File: src/rtl/mmu_req_stage_pkg.sv
// Shared types and constants for the MMU request stage.
// Covers the address type, size encoding, kseg nibbles and the buffered entry.
package mmu_req_stage_pkg;

    typedef logic [31:0] addr_t;
    typedef logic [31:0] data_t;

    typedef enum logic [1:0] {
        SIZE_BYTE = 2'd0,
        SIZE_HALF = 2'd1,
        SIZE_WORD = 2'd2
    } size_e;

    localparam logic [3:0] KSEG0_LO  = 4'h8;
    localparam logic [3:0] KSEG0_HI  = 4'h9;
    localparam logic [3:0] KSEG1_LO  = 4'hA;
    localparam logic [3:0] KSEG1_HI  = 4'hB;
    localparam logic [2:0] KSEG1_SEG = 3'b101;

    typedef struct packed {
        addr_t      paddr;
        data_t      wdata;
        logic       uncached;
        size_e      size;
        logic       write;
        logic [3:0] strobe;
    } entry_t;

    function automatic logic misaligned(size_e sz, addr_t va);
        case (sz)
            SIZE_HALF: return va[0];
            SIZE_WORD: return |va[1:0];
            default:   return 1'b0;
        endcase
    endfunction

endpackage

File: src/rtl/mmu_req_stage_xlate.sv
// Direct-mapped kseg0/kseg1 translator: strips the segment bits
// and flags the kseg1 window as uncached.
module mmu_req_stage_xlate
    import mmu_req_stage_pkg::*;
(
    input  addr_t vaddr_i,
    output addr_t paddr_o,
    output logic  uncached_o
);

    always_comb begin
        paddr_o = vaddr_i;
        case (vaddr_i[31:28])
            KSEG0_LO, KSEG1_LO: paddr_o[31:28] = 4'h0;
            KSEG0_HI, KSEG1_HI: paddr_o[31:28] = 4'h1;
            default: ;
        endcase
    end

    assign uncached_o = (vaddr_i[31:29] == KSEG1_SEG);

endmodule

File: src/rtl/mmu_req_stage.sv
// MMU request stage: translates requests and queues them in a small FIFO.
// Define MMU_ALIGN_CHECK_EN to reject misaligned requests via err_*.
module mmu_req_stage
    import mmu_req_stage_pkg::*;
#(
    parameter int DEPTH = 2
) (
    input  logic        clk,
    input  logic        resetn,
    input  logic        flush,
    input  logic        req_valid,
    output logic        req_ready,
    input  logic [31:0] req_vaddr,
    input  logic [31:0] req_wdata,
    input  logic [1:0]  req_size,
    input  logic        req_write,
    input  logic [3:0]  req_strobe,
    output logic        out_valid,
    input  logic        out_ready,
    output logic [31:0] out_paddr,
    output logic [31:0] out_wdata,
    output logic        out_uncached,
    output logic [1:0]  out_size,
    output logic        out_write,
    output logic [3:0]  out_strobe,
    output logic        err_valid,
    output logic        err_store,
    output logic [31:0] err_vaddr
);

    localparam int PW = $clog2(DEPTH);
    localparam int OW = PW + 1;

    logic [PW-1:0] wr_q, wr_d;
    logic [PW-1:0] rd_q, rd_d;
    logic [OW-1:0] occ_q, occ_d;

    entry_t mem_q [DEPTH];
    entry_t head;
    entry_t new_entry;

    addr_t xl_paddr;
    logic  xl_uncached;
    logic  accept, misalign, push, pop;

    mmu_req_stage_xlate u_xlate (
        .vaddr_i    (req_vaddr),
        .paddr_o    (xl_paddr),
        .uncached_o (xl_uncached)
    );

    assign req_ready = (occ_q < OW'(DEPTH));
    assign out_valid = (occ_q != '0);
    assign accept    = req_valid && req_ready && !flush;

`ifdef MMU_ALIGN_CHECK_EN
    assign misalign = misaligned(size_e'(req_size), req_vaddr);
`else
    assign misalign = 1'b0;
`endif

    assign push = accept && !misalign;
    assign pop  = out_valid && out_ready;

    always_comb begin
        new_entry          = '0;
        new_entry.paddr    = xl_paddr;
        new_entry.wdata    = req_wdata;
        new_entry.uncached = xl_uncached;
        new_entry.size     = size_e'(req_size);
        new_entry.write    = req_write;
        new_entry.strobe   = req_strobe;
    end

    always_comb begin
        wr_d  = wr_q;
        rd_d  = rd_q;
        occ_d = occ_q;
        if (flush) begin
            wr_d  = '0;
            rd_d  = '0;
            occ_d = '0;
        end else begin
            if (push) wr_d = wr_q + PW'(1);
            if (pop)  rd_d = rd_q + PW'(1);
            occ_d = occ_q + OW'(push) - OW'(pop);
        end
    end

    always_ff @(posedge clk or negedge resetn) begin
        if (!resetn) begin
            wr_q  <= '0;
            rd_q  <= '0;
            occ_q <= '0;
        end else begin
            wr_q  <= wr_d;
            rd_q  <= rd_d;
            occ_q <= occ_d;
        end
    end

    // Payload storage needs no reset; occupancy qualifies every read.
    always_ff @(posedge clk) begin
        if (push) mem_q[wr_q] <= new_entry;
    end

    assign head         = mem_q[rd_q];
    assign out_paddr    = head.paddr;
    assign out_wdata    = head.wdata;
    assign out_uncached = head.uncached;
    assign out_size     = head.size;
    assign out_write    = head.write;
    assign out_strobe   = head.strobe;

`ifdef MMU_ALIGN_CHECK_EN
    logic        err_valid_q;
    logic        err_store_q;
    logic [31:0] err_vaddr_q;

    always_ff @(posedge clk or negedge resetn) begin
        if (!resetn) begin
            err_valid_q <= 1'b0;
            err_store_q <= 1'b0;
            err_vaddr_q <= '0;
        end else begin
            err_valid_q <= accept && misalign;
            if (accept && misalign) begin
                err_store_q <= req_write;
                err_vaddr_q <= req_vaddr;
            end
        end
    end

    assign err_valid = err_valid_q;
    assign err_store = err_store_q;
    assign err_vaddr = err_vaddr_q;
`else
    assign err_valid = 1'b0;
    assign err_store = 1'b0;
    assign err_vaddr = '0;
`endif

endmodule

File: config.mk
export PLATFORM = sky130hd
export DESIGN_NAME = mmu_req_stage
export DESIGN_NICKNAME = d
export VERILOG_FILES = /design/src/rtl/mmu_req_stage_pkg.sv /design/src/rtl/mmu_req_stage_xlate.sv /design/src/rtl/mmu_req_stage.sv
export SDC_FILE = /design/constraint.sdc
export NUM_CORES = 1
export LEC_CHECK = 0
export ABC_AREA = 1
export CAP_MARGIN = 20
export CORE_AREA = 2 2 155 157
export DETAILED_ROUTE_END_ITERATION = 16
export DIE_AREA = 0 0 157 159
export HOLD_SLACK_MARGIN = 0.02
export PLACE_DENSITY = 0.47
export SLEW_MARGIN = 10
export SYNTH_ARGS = -nofsm -noshare
export SYNTH_HDL_FRONTEND = slang
export SYNTH_SLANG_ARGS = --single-unit
File: constraint.sdc
create_clock -name clk -period 12.22 [get_ports clk]
set_input_delay 2.444 -clock clk [delete_from_list [all_inputs] [get_ports clk]]
set_output_delay 2.444 -clock clk [all_outputs]
set_load 0.01 [all_outputs]
# == Word-level counts from Yosys, hierarchy flattened ==
# Memory sizes are Yosys's and may differ from the RTL's.
# Index checks and enable logic that the tools add are counted.
# W data, S select, Z words.
# word_totals
input_bits,76
wordCells,31
memories,1
register_bits,4
mem_bits_rw,144
# mem_list
memory,depth,word_bits,rd,rd_ports_with_merged_regs,write_ports,line,source
mem_q,2,72,1,0,1,mmu_req_stage.sv:38,entry_t mem_q [DEPTH];
# classes
n_lt_le_gt_ge,1
n_eq_ne,5
addsub,4
reduce_logical,9
muxes,8
# ops
op,count
$eq A4 B4 Y1 const B,4
$pmux W4 S2,1
$mux W1,6
$reduce_bool A2 Y1,3
$reduce_or A2 Y1,2
$eq A3 B3 Y1 const B,1
$logic_and A1 B1 Y1,3
$add A1 B1 Y1 const B,2
$add A2 B1 Y2,1
$lt A2 B2 Y1 const B,1
$mux W2,1
$sub A2 B1 Y2,1
$logic_not A1 Y1,1

# == Logic depth before layout (Yosys ltp) ==
# logic_depth
ltp_word,6
mapped_depth,8

# == Hierarchy ==
# Synthesis repeated with hierarchy kept, for this count alone.
# hier_totals
hier_cells,478
hier_area_um2,5987.0
# by_module_without_submodules
mod,instances,area_each_um2,cells_per_inst,seq_area_each_um2
mmu_req_stage,1,5738.0,441,4424.2
mmu_req_stage_xlate,1,249.0,37,0.0

# == Worst setup path before layout ==
# OpenSTA, ideal clock, no wires.
# synth_timing
path_kind,in2reg
from,input flush
to,memory mem_q[0][0] (netlist bit) (enable)
stages,3
setup_slack_ns,6.095
setup_time_ns,0.503
required_time_ns,11.717
t_arrival_ns,5.622
path_cell_list,clkinv_2 nand3_2 nor2_1
# synth_between
elab_chain_cells,4
# synth_lines
element,line,source
from (decl),mmu_req_stage.sv:10,"input logic flush,"
$logic_not A1 Y1,mmu_req_stage.sv:54,assign accept = req_valid && req_ready && !flush;
$logic_and A1 B1 Y1,mmu_req_stage.sv:54,
$mux W1,mmu_req_stage.sv:104,if (push) mem_q[wr_q] <= new_entry;
$mux W1 (implied by the code),mmu_req_stage.sv:104,
to (decl),mmu_req_stage.sv:38,
# Every way passes these cells.

# == Worst setup path after layout ==
# layout_timing
from,register rd_q
to,output out_wdata[26]
# layout_between
elab_chain_cells,1
# layout_lines
element,line,source
from (decl),mmu_req_stage.sv:35,"logic [PW-1:0] rd_q, rd_d;"
from (signal assigned),mmu_req_stage.sv:97,rd_q <= rd_d;
$mem_v2 Z2 W72,n/a,
to (decl),mmu_req_stage.sv:21,"output logic [31:0] out_wdata,"
# Every way passes these cells.

==> qor.csv <==
stage,metric,value,unit
min_path,hp-class,flop to flop,
clock_network,clock_latency,410,ps
sta,setup_viol_count_final,0,
cells_and_area,nNetsFinal,681,
sta,rsz0062_at_grt,false,
clock_network,ctsHoldBuffers,0,
detailed_routing,routed_wl,13200,um
grt,antenna_found_initial,0,
detailed_routing,antenna_left,0,
clock_network,cts_tree,built,
power_and_ir_drop,p_switching,433,uW
sta,worst_slew_pin_slew,1080,ps
sta,fin_crit,4930,ps
power_and_ir_drop,p_leak,0.00305,uW
setup_path,worstPathRequired,9780,ps
power_and_ir_drop,seq_power_share,0.419,
run_status,status,finished clean,
setup_path,critPathLaunchType,flop,
sta,fin_crit_sh,0.403,
yosys,synth_top_area_frac,0.749,
clock_network,path_clk_slew,60,ps
setup_path,cp_top_family,buffers and inverters,
grt,grt_max_degree,75,
grt,grt_pass1_wl,20100,um
die,dieWidth,157,um
sta,setup_tns,0,ps
die,core_region_area,23200,um2
detailed_routing,drc_errors,0,
grt,grt_pass1_vias,3786,
power_and_ir_drop,pwr-share-clk,0.303,
setup_path,crit_top_cell,nand2_1,
cells_and_area,utilization,0.344,
power_and_ir_drop,intPower,1060,uW
yosys,syn_inst,450,
cells_and_area,areaGrowthSynthToFinish,38.2,%
detailed_routing,via_per_inst,3.84,
cells_and_area,regArea,4430,um2
grt,track_usage,0.108,
yosys,synth-seq-cells,148,
sta,fmaxAchievable,203,MHz
yosys,syn-cell-area,5770,um2
clock_network,cts_num_sinks,148,
setup_path,cp_cell_sequence,"inv_2, buf_4, nand2_1, nand2_1, clkdlybuf4s50_1",
power_and_ir_drop,comb_power_share,0.278,
die,die_h,159,um
sta,hold_viol,0,
run,maxCapViolations,0,
detailed_routing,wire_per_inst,14.1,um
setup_path,cp_num_buf_inv,3,
cells_and_area,final_layout_size_suffix_gt1_frac,0.0666,
cells_and_area,diodes,0,
clock_network,ctsResizeCount,0,
yosys,syn_area_per_cell,12.8,um2
setup_path,crit_fanout,57,
placed_design,dp_hpwl,8090,um
placed_design,gp_congestion,0.666,
clock_network,tritoncts.num_buffers,17,
die,placementRows,56,
placed_design,port_buffers,149,
sta,fin_worst_skew,7.87,ps
yosys,ys_warn_count,0,
die,num_io_pins,184,
setup_path,crit_path_top_delay_cell,buf_4,
power_and_ir_drop,power_density,187,nW/um2
setup_path,cp.arrival,2480,ps
grt,grt_overflow,0,
die,initial_core_util,0.249,
setup_path,slowest_delay,610,ps
sta,slew_headroom,0.281,
detailed_routing,dr.pass1.iters,4,
yosys,synth_cell_types,20,
detailed_routing,dr.first_iter.drc_count,159,
power_and_ir_drop,swShare,0.290,
clock_network,h-tree-depth,4,
setup_path,criticalPathCategory,flop to primary output,
yosys,ys_top_cells_by_area,"edfxtp_1, nand2_1, buf_4",
power_and_ir_drop,peakVddDrop,0.0786,mV
cells_and_area,fillers,2281,
die,die-area,25000,um2
setup_path,endpoint_kind,primary output,
sta,slew_violations,0,
detailed_routing,via_count,3593,
clock_network,root_buffer,clkbuf_16,
clock_network,clk_path_buf_depth,2,
yosys,ys_seq_area_frac,0.766,
yosys,yosysTopAreaCell,edfxtp_1,
cells_and_area,multiInputGateArea,1090,um2
clock_network,postCtsSetupBuffers,0,
flip-flops by register name, summed over array words and instances, names as in the netlist:
register and flops:
mem_q 144, occ_q 2, rd_q 1, wr_q 1
cell type report:
| cell class | count | area share |
|---|---|---|
| Inverter | 10 | 0.00486 |
| Clock buffer | 20 | 0.0547 |
| Timing Repair Buffer | 153 | 0.191 |
| Sequential cell | 148 | 0.554 |
| Clock inverter | 11 | 0.00815 |
| Multi-Input combinational cell | 274 | 0.137 |
| Tap cell | 319 | 0.0500 |
final timing paths:
kind	from	end	slack, ps	cells after the start
max	rd_q	out_wdata[26]	7290	5
max in group asynchronous	resetn	rd_q	9740	1
min	wr_q	wr_q	580	1
max reg2reg	occ_q[1]	mem_q[0][44]	10200	4
min in group asynchronous	resetn	rd_q	2260	1
min reg2reg	wr_q	wr_q	580	1
Yosys cell counts, drive strengths merged:
cell type and instances:
conb 1, nand3 4, nand2 221, xnor2 1, nor2 7, inv 9
buf 49, a21oi 3, dfrtp 4, edfxtp 144, ha 1, o21ai 3
clkinv 1, clkbuf 2
power by group through the flow:
stage	combinational, uW	sequential, uW	clock (uW)
2_1_floorplan	203	637	0
3_3_place_gp	423	636	0
3_5_place_dp	427	637	0
4_1_cts	429	626	471
5_1_grt	461	630	491
6_report	416	626	453
cells by family after synthesis:
family,after synthesis,synth area share
xor+xnor,1,0.00152
fa+ha+maj,1,0.00217
flops,148,0.766
simple gates,232,0.156
other cells,1,0.000649
compound gates,6,0.00520
buf+inv,61,0.0683
layer usage:
layer | vias to the layer above | GRT usage | share of wire
met4 | 0 | 0.0350 | 0.010
met5 | - | 0 | 0
met2 | 132 | 0.191 | 0.50
met1 | 1714 | 0.122 | 0.42
li1 | 1737 | - | -
met3 | 10 | 0.0373 | 0.070
stage by stage:
stage          setup slack [ps]  hold slack (ps)  total power, uW  cell area (um2)  instances
2_1_floorplan              6100              481              840             5900        483
3_3_place_gp               7710              559             1060             7480        904
3_5_place_dp               7650              585             1060             7480        904
4_1_cts                    7190              593             1530             7980        935
5_1_grt                    7080              612             1580             7980        935
6_report                   7290              582             1500             7980        935
cells in the final DEF, fill, tap and decap left out, types with 4 or more instances in the layout:
cell	instances
edfxtp_1	144
buf_4	4
clkdlybuf4s50_1	149
nand2_1	221
inv_1	7
conb_1	34
clkbuf_16	17
clkinv_2	6
No activity file was read; power rests on OpenSTA's default activity.
